[src/rtl/uart_tx_engine.sv]
// uart_tx_engine: parametrised UART transmitter.
// Start bit, DATA_WIDTH data bits sent LSB first, optional parity bit, then one or two stop bits.
// The source hands over a word with a ready/valid handshake. Each frame ends with a one-cycle o_done pulse.
module uart_tx_engine #(
  parameter int unsigned DATA_WIDTH   = 8,
  parameter int unsigned CLKS_PER_BIT = 16
) (
  input  logic                  i_clk,
  input  logic                  i_rst,
  input  logic [DATA_WIDTH-1:0] i_data,
  input  logic                  i_data_valid,
  input  logic                  i_parity_enable,
  input  logic                  i_parity_type,
  input  logic                  i_two_stop,
  output logic                  o_ready,
  output logic                  o_tx,
  output logic                  o_busy_flag,
  output logic                  o_done
);

  localparam int unsigned BAUD_W = (CLKS_PER_BIT > 1) ? $clog2(CLKS_PER_BIT) : 1;
  localparam int unsigned BIT_W  = (DATA_WIDTH > 1) ? $clog2(DATA_WIDTH) : 1;

  localparam logic [BAUD_W-1:0] BAUD_LAST = BAUD_W'(CLKS_PER_BIT - 1);
  localparam logic [BIT_W-1:0]  BIT_LAST  = BIT_W'(DATA_WIDTH - 1);

  typedef enum logic [2:0] {
    ST_IDLE   = 3'd0,
    ST_START  = 3'd1,
    ST_DATA   = 3'd2,
    ST_PARITY = 3'd3,
    ST_STOP1  = 3'd4,
    ST_STOP2  = 3'd5
  } state_t;

  state_t                  state_q;
  logic [BAUD_W-1:0]       baud_q;
  logic [BIT_W-1:0]        bit_q;
  logic [DATA_WIDTH-1:0]   shreg_q;
  logic                    par_en_q;
  logic                    par_bit_q;
  logic                    two_stop_q;
  logic                    tx_q;
  logic                    busy_q;
  logic                    done_q;
  logic                    ready_q;

  logic                    baud_end;
  logic                    bits_end;
  logic                    accept;

  // Decode the terminal counts and the handshake.
  always_comb begin
    baud_end = (baud_q == BAUD_LAST);
    bits_end = (bit_q == BIT_LAST);
    accept   = i_data_valid & ready_q;
  end

  // Transmit FSM with baud timer, bit counter, shifter and registered outputs.
  always_ff @(posedge i_clk or posedge i_rst) begin
    if (i_rst) begin
      state_q    <= ST_IDLE;
      baud_q     <= '0;
      bit_q      <= '0;
      shreg_q    <= '0;
      par_en_q   <= 1'b0;
      par_bit_q  <= 1'b0;
      two_stop_q <= 1'b0;
      tx_q       <= 1'b1;
      busy_q     <= 1'b0;
      done_q     <= 1'b0;
      ready_q    <= 1'b1;
    end else begin
      done_q <= 1'b0;
      case (state_q)
        ST_IDLE: begin
          tx_q   <= 1'b1;
          baud_q <= '0;
          bit_q  <= '0;
          if (accept) begin
            // The parity bit is fixed at accept so later config changes cannot affect it.
            shreg_q    <= i_data;
            par_en_q   <= i_parity_enable;
            par_bit_q  <= (^i_data) ^ i_parity_type;
            two_stop_q <= i_two_stop;
            tx_q       <= 1'b0;
            busy_q     <= 1'b1;
            ready_q    <= 1'b0;
            state_q    <= ST_START;
          end else begin
            busy_q  <= 1'b0;
            ready_q <= 1'b1;
          end
        end

        ST_START: begin
          if (baud_end) begin
            baud_q  <= '0;
            tx_q    <= shreg_q[0];
            state_q <= ST_DATA;
          end else begin
            baud_q <= baud_q + BAUD_W'(1);
          end
        end

        ST_DATA: begin
          if (baud_end) begin
            baud_q <= '0;
            if (bits_end) begin
              bit_q <= '0;
              if (par_en_q) begin
                tx_q    <= par_bit_q;
                state_q <= ST_PARITY;
              end else begin
                tx_q    <= 1'b1;
                state_q <= ST_STOP1;
              end
            end else begin
              // The line is registered, so load the next bit while shifting.
              bit_q   <= bit_q + BIT_W'(1);
              shreg_q <= shreg_q >> 1;
              tx_q    <= shreg_q[1];
            end
          end else begin
            baud_q <= baud_q + BAUD_W'(1);
          end
        end

        ST_PARITY: begin
          if (baud_end) begin
            baud_q  <= '0;
            tx_q    <= 1'b1;
            state_q <= ST_STOP1;
          end else begin
            baud_q <= baud_q + BAUD_W'(1);
          end
        end

        ST_STOP1: begin
          if (baud_end) begin
            baud_q <= '0;
            tx_q   <= 1'b1;
            if (two_stop_q) begin
              state_q <= ST_STOP2;
            end else begin
              busy_q  <= 1'b0;
              done_q  <= 1'b1;
              ready_q <= 1'b1;
              state_q <= ST_IDLE;
            end
          end else begin
            baud_q <= baud_q + BAUD_W'(1);
          end
        end

        ST_STOP2: begin
          if (baud_end) begin
            baud_q  <= '0;
            tx_q    <= 1'b1;
            busy_q  <= 1'b0;
            done_q  <= 1'b1;
            ready_q <= 1'b1;
            state_q <= ST_IDLE;
          end else begin
            baud_q <= baud_q + BAUD_W'(1);
          end
        end

        default: begin
          // Recover from an unreachable encoding with the line idle.
          baud_q  <= '0;
          bit_q   <= '0;
          tx_q    <= 1'b1;
          busy_q  <= 1'b0;
          ready_q <= 1'b1;
          state_q <= ST_IDLE;
        end
      endcase
    end
  end

  assign o_tx        = tx_q;
  assign o_busy_flag = busy_q;
  assign o_done      = done_q;
  assign o_ready     = ready_q;

endmodule

[config.mk]
export PLATFORM = sky130hd
export DESIGN_NAME = uart_tx_engine
export DESIGN_NICKNAME = d
export VERILOG_FILES = /design/src/rtl/uart_tx_engine.sv
export SDC_FILE = /design/constraint.sdc
export NUM_CORES = 1
export LEC_CHECK = 0
export CAP_MARGIN = 20
export CELL_PAD_IN_SITES_DETAIL_PLACEMENT = 0
export CELL_PAD_IN_SITES_GLOBAL_PLACEMENT = 1
export CORE_MARGIN = 8
export CORE_UTILIZATION = 45
export CTS_CLUSTER_DIAMETER = 120
export CTS_CLUSTER_SIZE = 10
export DETAILED_ROUTE_END_ITERATION = 16
export HOLD_SLACK_MARGIN = 0.12
export PLACE_DENSITY_LB_ADDON = 0.1
export SLEW_MARGIN = 20
export SYNTH_ARGS = -nofsm -noshare
export SYNTH_HDL_FRONTEND = slang
export SYNTH_SLANG_ARGS = --single-unit
export TNS_END_PERCENT = 50
[constraint.sdc]
create_clock -name i_clk -period 3.25 [get_ports i_clk]
set_input_delay 0.325 -clock i_clk [delete_from_list [all_inputs] [get_ports i_clk]]
set_output_delay 0.325 -clock i_clk [all_outputs]
set_load 0.05 [all_outputs]
# After elaboration in Yosys (flattened, before gate mapping)
# Index checks and enable logic that the tools add are counted.
totals:
  ff_bits: 25
  latch_bits: 0
  ramBits: 0
  rom_bits: 0
  input_bits: 14
  output_inout_bits: 4
  wordCells: 85
  n_memories: 0
classes:
  n_addsub: 2
  mul: 0
  n_div: 0
  order_cmp: 0
  eq_ne: 17
  shifts: 0
  muxes: 38
  bitwise: 4
  n_reduce_logical: 13
ops:
  columns: ["op", "count"]
  rows:
  - ["2-to-1 mux 3 bit", 11]
  - ["2-to-1 mux 8 bit", 3]
  - ["inequality test 2 bit, second input constant", 9]
  - ["case mux 3 bit (6 select lines)", 1]
  - ["case mux 8 bit (2 select lines)", 1]
  - ["2-to-1 mux 1 bit", 15]
  - ["case mux 1 bit (4 select lines)", 3]
  - ["equality test 3 bit, second input constant", 3]
  - ["2-to-1 mux 4 bit", 2]
  - ["AND reduction 4 bit", 2]
  - ["parity 8 bit", 1]
  - ["AND reduction 7 bit", 1]
  - ["equality test 3 x 2 -> 1 bit, second input constant", 2]
  - ["case mux 3 bit (2 select lines)", 1]
  - ["OR reduction 3 bit", 2]
  - ["OR reduction 5 bit", 1]
  - ["adder 4 x 1 -> 4 bit, second input constant", 1]
  - ["equality test 4 bit, second input constant", 1]
  - ["AND reduction 2 bit", 2]
  - ["OR reduction 4 bit", 1]
  - ["adder 3 x 1 -> 3 bit, second input constant", 1]
  - ["equality test 3 x 1 -> 1 bit, second input constant", 1]
  - ["zero test 3 bit", 1]
  - ["AND reduction 3 bit", 1]
  - ["other kinds (6)", 7]

# Logic depth before layout (Yosys ltp)
depth:
  ltp_word: 4
  ltp_mapped: 7
  depth_no_buf: 6

# Worst setup path before layout
# Ideal clock, no wire load.
synth_path:
  path_type: "flip-flop to flip-flop"
  from: "register state_q[2]"
  to: "register state_q[0]"
  setup_time_ps: 125
  t_arrival_ps: 1560
  required_ps: 3125
  slack_ps: 1565
  stages_incl_launch_ff: 6
  n_path_buf: 2
  period_less_slack_ps: 1685
  cell_sequence: "dfrtp_1 > buf_2 > or3b_4 > buf_6 > o221ai_2 > mux2_2"
synth_between:
  elab_chain_len: 3
  elab_cells_between_ends: 15
  classes_between: "12 x eq/ne; 1 x mux; 2 x reduce/logical"
synth_rtl:
  columns: ["item", "line_no", "rtl"]
  rows:
  - ["start, declared", "36", "state_t state_q;"]
  - ["start signal, assigned", "62", "state_q <= ST_IDLE;"]
  - ["start signal, assigned", "89", "state_q <= ST_START;"]
  - ["start signal, assigned", "100", "state_q <= ST_DATA;"]
  - ["equality test 3 x 2 -> 1 bit (tied with other cells)", "75", "case (state_q)"]
  - ["inequality test 2 bit (no line)", null, null]
  - ["AND reduction 7 bit (no line)", null, null]
# Parallel ways exist; a longest one is shown, timed or not.
# A chain may end at the register's enable or synchronous reset.

# Worst setup path in the final report
layout_path:
  from: "register ready_q (netlist: o_ready)"
  to: "output o_ready"
layout_rtl:
  columns: ["item", "line_no", "rtl"]
  rows:
  - ["start, declared", "46", "logic ready_q;"]
  - ["start signal, assigned", "72", "ready_q <= 1'b1;"]
  - ["start signal, assigned", "88", "ready_q <= 1'b0;"]
  - ["start signal, assigned", "92", "ready_q <= 1'b1;"]
  - ["end, declared", "15", "output logic o_ready,"]
# No word-level cell between the ends.

==> run summary <==
Clock Latency Late Sink - 320 ps
Post-route DRC - 0
Clock Power Share - 10.7%
post-layout min period - 2016 ps
commonest cells in the netlist - dfrtp_1, o21ai_0, nor2_1
# setup viols final - 0
slowest CP cell - clkdlybuf4s50_1
core box area - 2978 sq um
Net Sw Power - 0.5444 mW
Vias/cell - 5.533
Pint - 0.7793 mW
Worst Hold Class - in -> async
port bufs - 17
CP cell instances - clkdlybuf4s50_1
Seq/Total Area, Yosys - 45.43%
largest net degree at the start of global routing - 26
share of cells above drive strength 1 - 9.396%
synthesized area - 1383 sq um
Worst IR Drop VDD - 391.7 uV
clk root buf - clkbuf_4
antenna violations before repair - 0
Logic pwr share - 46.2%
Ant. Diodes - 0
CTS resizes - 0
dpl hpwl - 2007 um
status - finished, final reports clean
Clock Skew - 12.73 ps
H-tree Lvls - 1
max cap viols - 0
Setup TNS - 0 ps
Die Span Y - 71.43 um
CTS tree - done
die area - 5102 sq um
CTS sink cnt - 25
worst slew margin relative to its limit - 38.56%
Flop pwr share - 43.1%
Iter 0 DRT Violations - 44
Async SR Flop Fraction - 100.0%
# IOs - 18
Slew Viols, Final - 0
CP Capture Type - output port
FMAX - 496.0 MHz
Starting Density - 46.43%
Seq cells post-synth - 25
Avg WL per Cell - 15.26 um
power consumption - 1.324 mW
Crit path required time - 2920 ps
grt peak-use layer - met2
number of synthesized flops with an enable pin - 0
Post-CTS Setup Repair Bufs - 0
Cells after Synth - 135
nets in the synthesized netlist - 153
largest area contributor in the netlist - dfrtp_1
worst path arrival time - 1690 ps
met1 Track Usage GR - 14.15%
row count - 20
CP peak stage delay - 810 ps
crit path buf inv count - 1
vias - 1007
Synth Flop Type - dfrtp_1
routability cong. - 0.7701
Area Growth Syn to Fin - 14.66%
Least-Margin Pin Slew - 916.0 ps
Num CTS Buffers - 3
nets - 168
Post-CTS Hold Buffers - 0
GRT Overall Usage - 11.43%
CP max FO - 4
pwr/cell area - 835.0 nW/um^2
most frequent cell after synthesis - dfrtp_1
crit-path leading delay family - buffers and inverters
Sw Share - 41.13%
part of the cycle the worst path needs - 62.04%
final hold viol count - 0
Yosys Warn Count - 0
GRT met3 Usage - 2.929%
final WL - 2777 um
first drt pass iteration count - 4
first-pass GRT wire length - 4616 um
worst setup path category - reg -> out
Critical Path Start Type - register
Clock transition at path regs - 150 ps
vias in the first global route - 1009
Synth cell types - 37
top cells by area, synth - dfrtp_1, mux2i_1, o21ai_0, dfstp_2, ha_1
Worst R2R Start - state_q[1]
Die Width - 71.43 um
share of the synthesized area in the top cell type - 41.63%
remaining antenna violation count after routing - 0
syn_area_per_cell - 10.24 sq um
CTS max path bufs - 2
RSZ-0062 raised after global routing - no
gr ovfl total - 0
met2 Use GR - 18.27%
CP Launch Point - o_ready
Leak - 0.7262 nW
[layout make-up]
type | count | area [sq um]
clock buffers | 3 | 22.52
clock inverters | 1 | 5.005
fillers | 273 | 1393
inverters | 5 | 18.77
multi-input cells | 98 | 699.4
flip-flops and latches | 25 | 628.1
well taps | 33 | 41.29
repair buffers | 17 | 170.2
[kinds of logic after synthesis]
group / synth area share [%]
AO/OA/AOI/OAI: 15.39
XOR/XNOR: 6.696
adder cells (fa/ha/maj): 3.620
buffers and inverters: 3.982
flip-flops: 45.43
AND/OR/NAND/NOR: 15.11
multiplexers: 9.774
[placed cells by master, fill, tap and decap left out, types with 2 or more instances in the layout]
| cell | n |
|---|---|
| and2_1 | 5 |
| o21ai_0 | 13 |
| inv_1 | 4 |
| mux2_2 | 4 |
| ha_1 | 4 |
| nor3b_1 | 3 |
| xnor2_1 | 4 |
| clkbuf_4 | 3 |
| nand3_1 | 2 |
| dfrtp_1 | 23 |
| a21oi_1 | 9 |
| dfstp_2 | 2 |
| nor2_1 | 12 |
| clkdlybuf4s50_1 | 17 |
| and3_1 | 2 |
| mux2i_1 | 9 |
| nand2_1 | 5 |
| xor2_1 | 4 |
| nor2b_1 | 5 |
[stage by stage]
step                      instance area, sq um  utilization (%)  setup WS, ps  std cells  hold WS (ps)
after floorplan                           1383                -          1565        135         350.8
after global placement                    1558            52.31          1307        178         449.0
after detailed placement                  1558            52.31          1272        178         455.6
after CTS                                 1585            53.24          1208        182         474.6
after global routing                      1585            53.24          1162        182         423.6
final                                     1585            53.24          1234        182         370.8
[sequential cells by signal, summed over array words and instances (netlist names)]
signal       cells
two_stop_q       1
o_done           1
par_bit_q        1
par_en_q         1
baud_q           4
o_busy_flag      1
o_ready          1
shreg_q          8
state_q          3
o_tx             1
bit_q            3
[power by group through the flow]
stage	combinational [mW]	clock (mW)	sequential, mW
2_1_floorplan	0.492	0	0.568
3_3_place_gp	0.607	0	0.569
3_5_place_dp	0.618	0	0.578
4_1_cts	0.623	0.147	0.569
5_1_grt	0.687	0.159	0.590
6_report	0.612	0.142	0.570
[final timing paths]
check | end | slack, ps | cells past startpoint
worst max-delay path | o_ready | 1230 | 1
worst min-delay path | baud_q[0] | 370 | 2
worst max register to register | shreg_q[7] | 1240 | 3
worst min register to register | baud_q[0] | 470 | 1
max in group asynchronous | two_stop_q | 2440 | 2
min in group i_clk | baud_q[0] | 470 | 1
[routing by layer]
| layer | up-vias | part of all wire [%] | wire [um] |
|---|---|---|---|
| li1 | 501 | - | - |
| met1 | 481 | 48 | 1332 |
| met2 | 23 | 45 | 1258 |
| met3 | 2 | 6.1 | 169 |
| met4 | 0 | 0.58 | 16 |
| met5 | - | 0 | 0 |
Note: power is estimated with default switching activity, not from simulation.
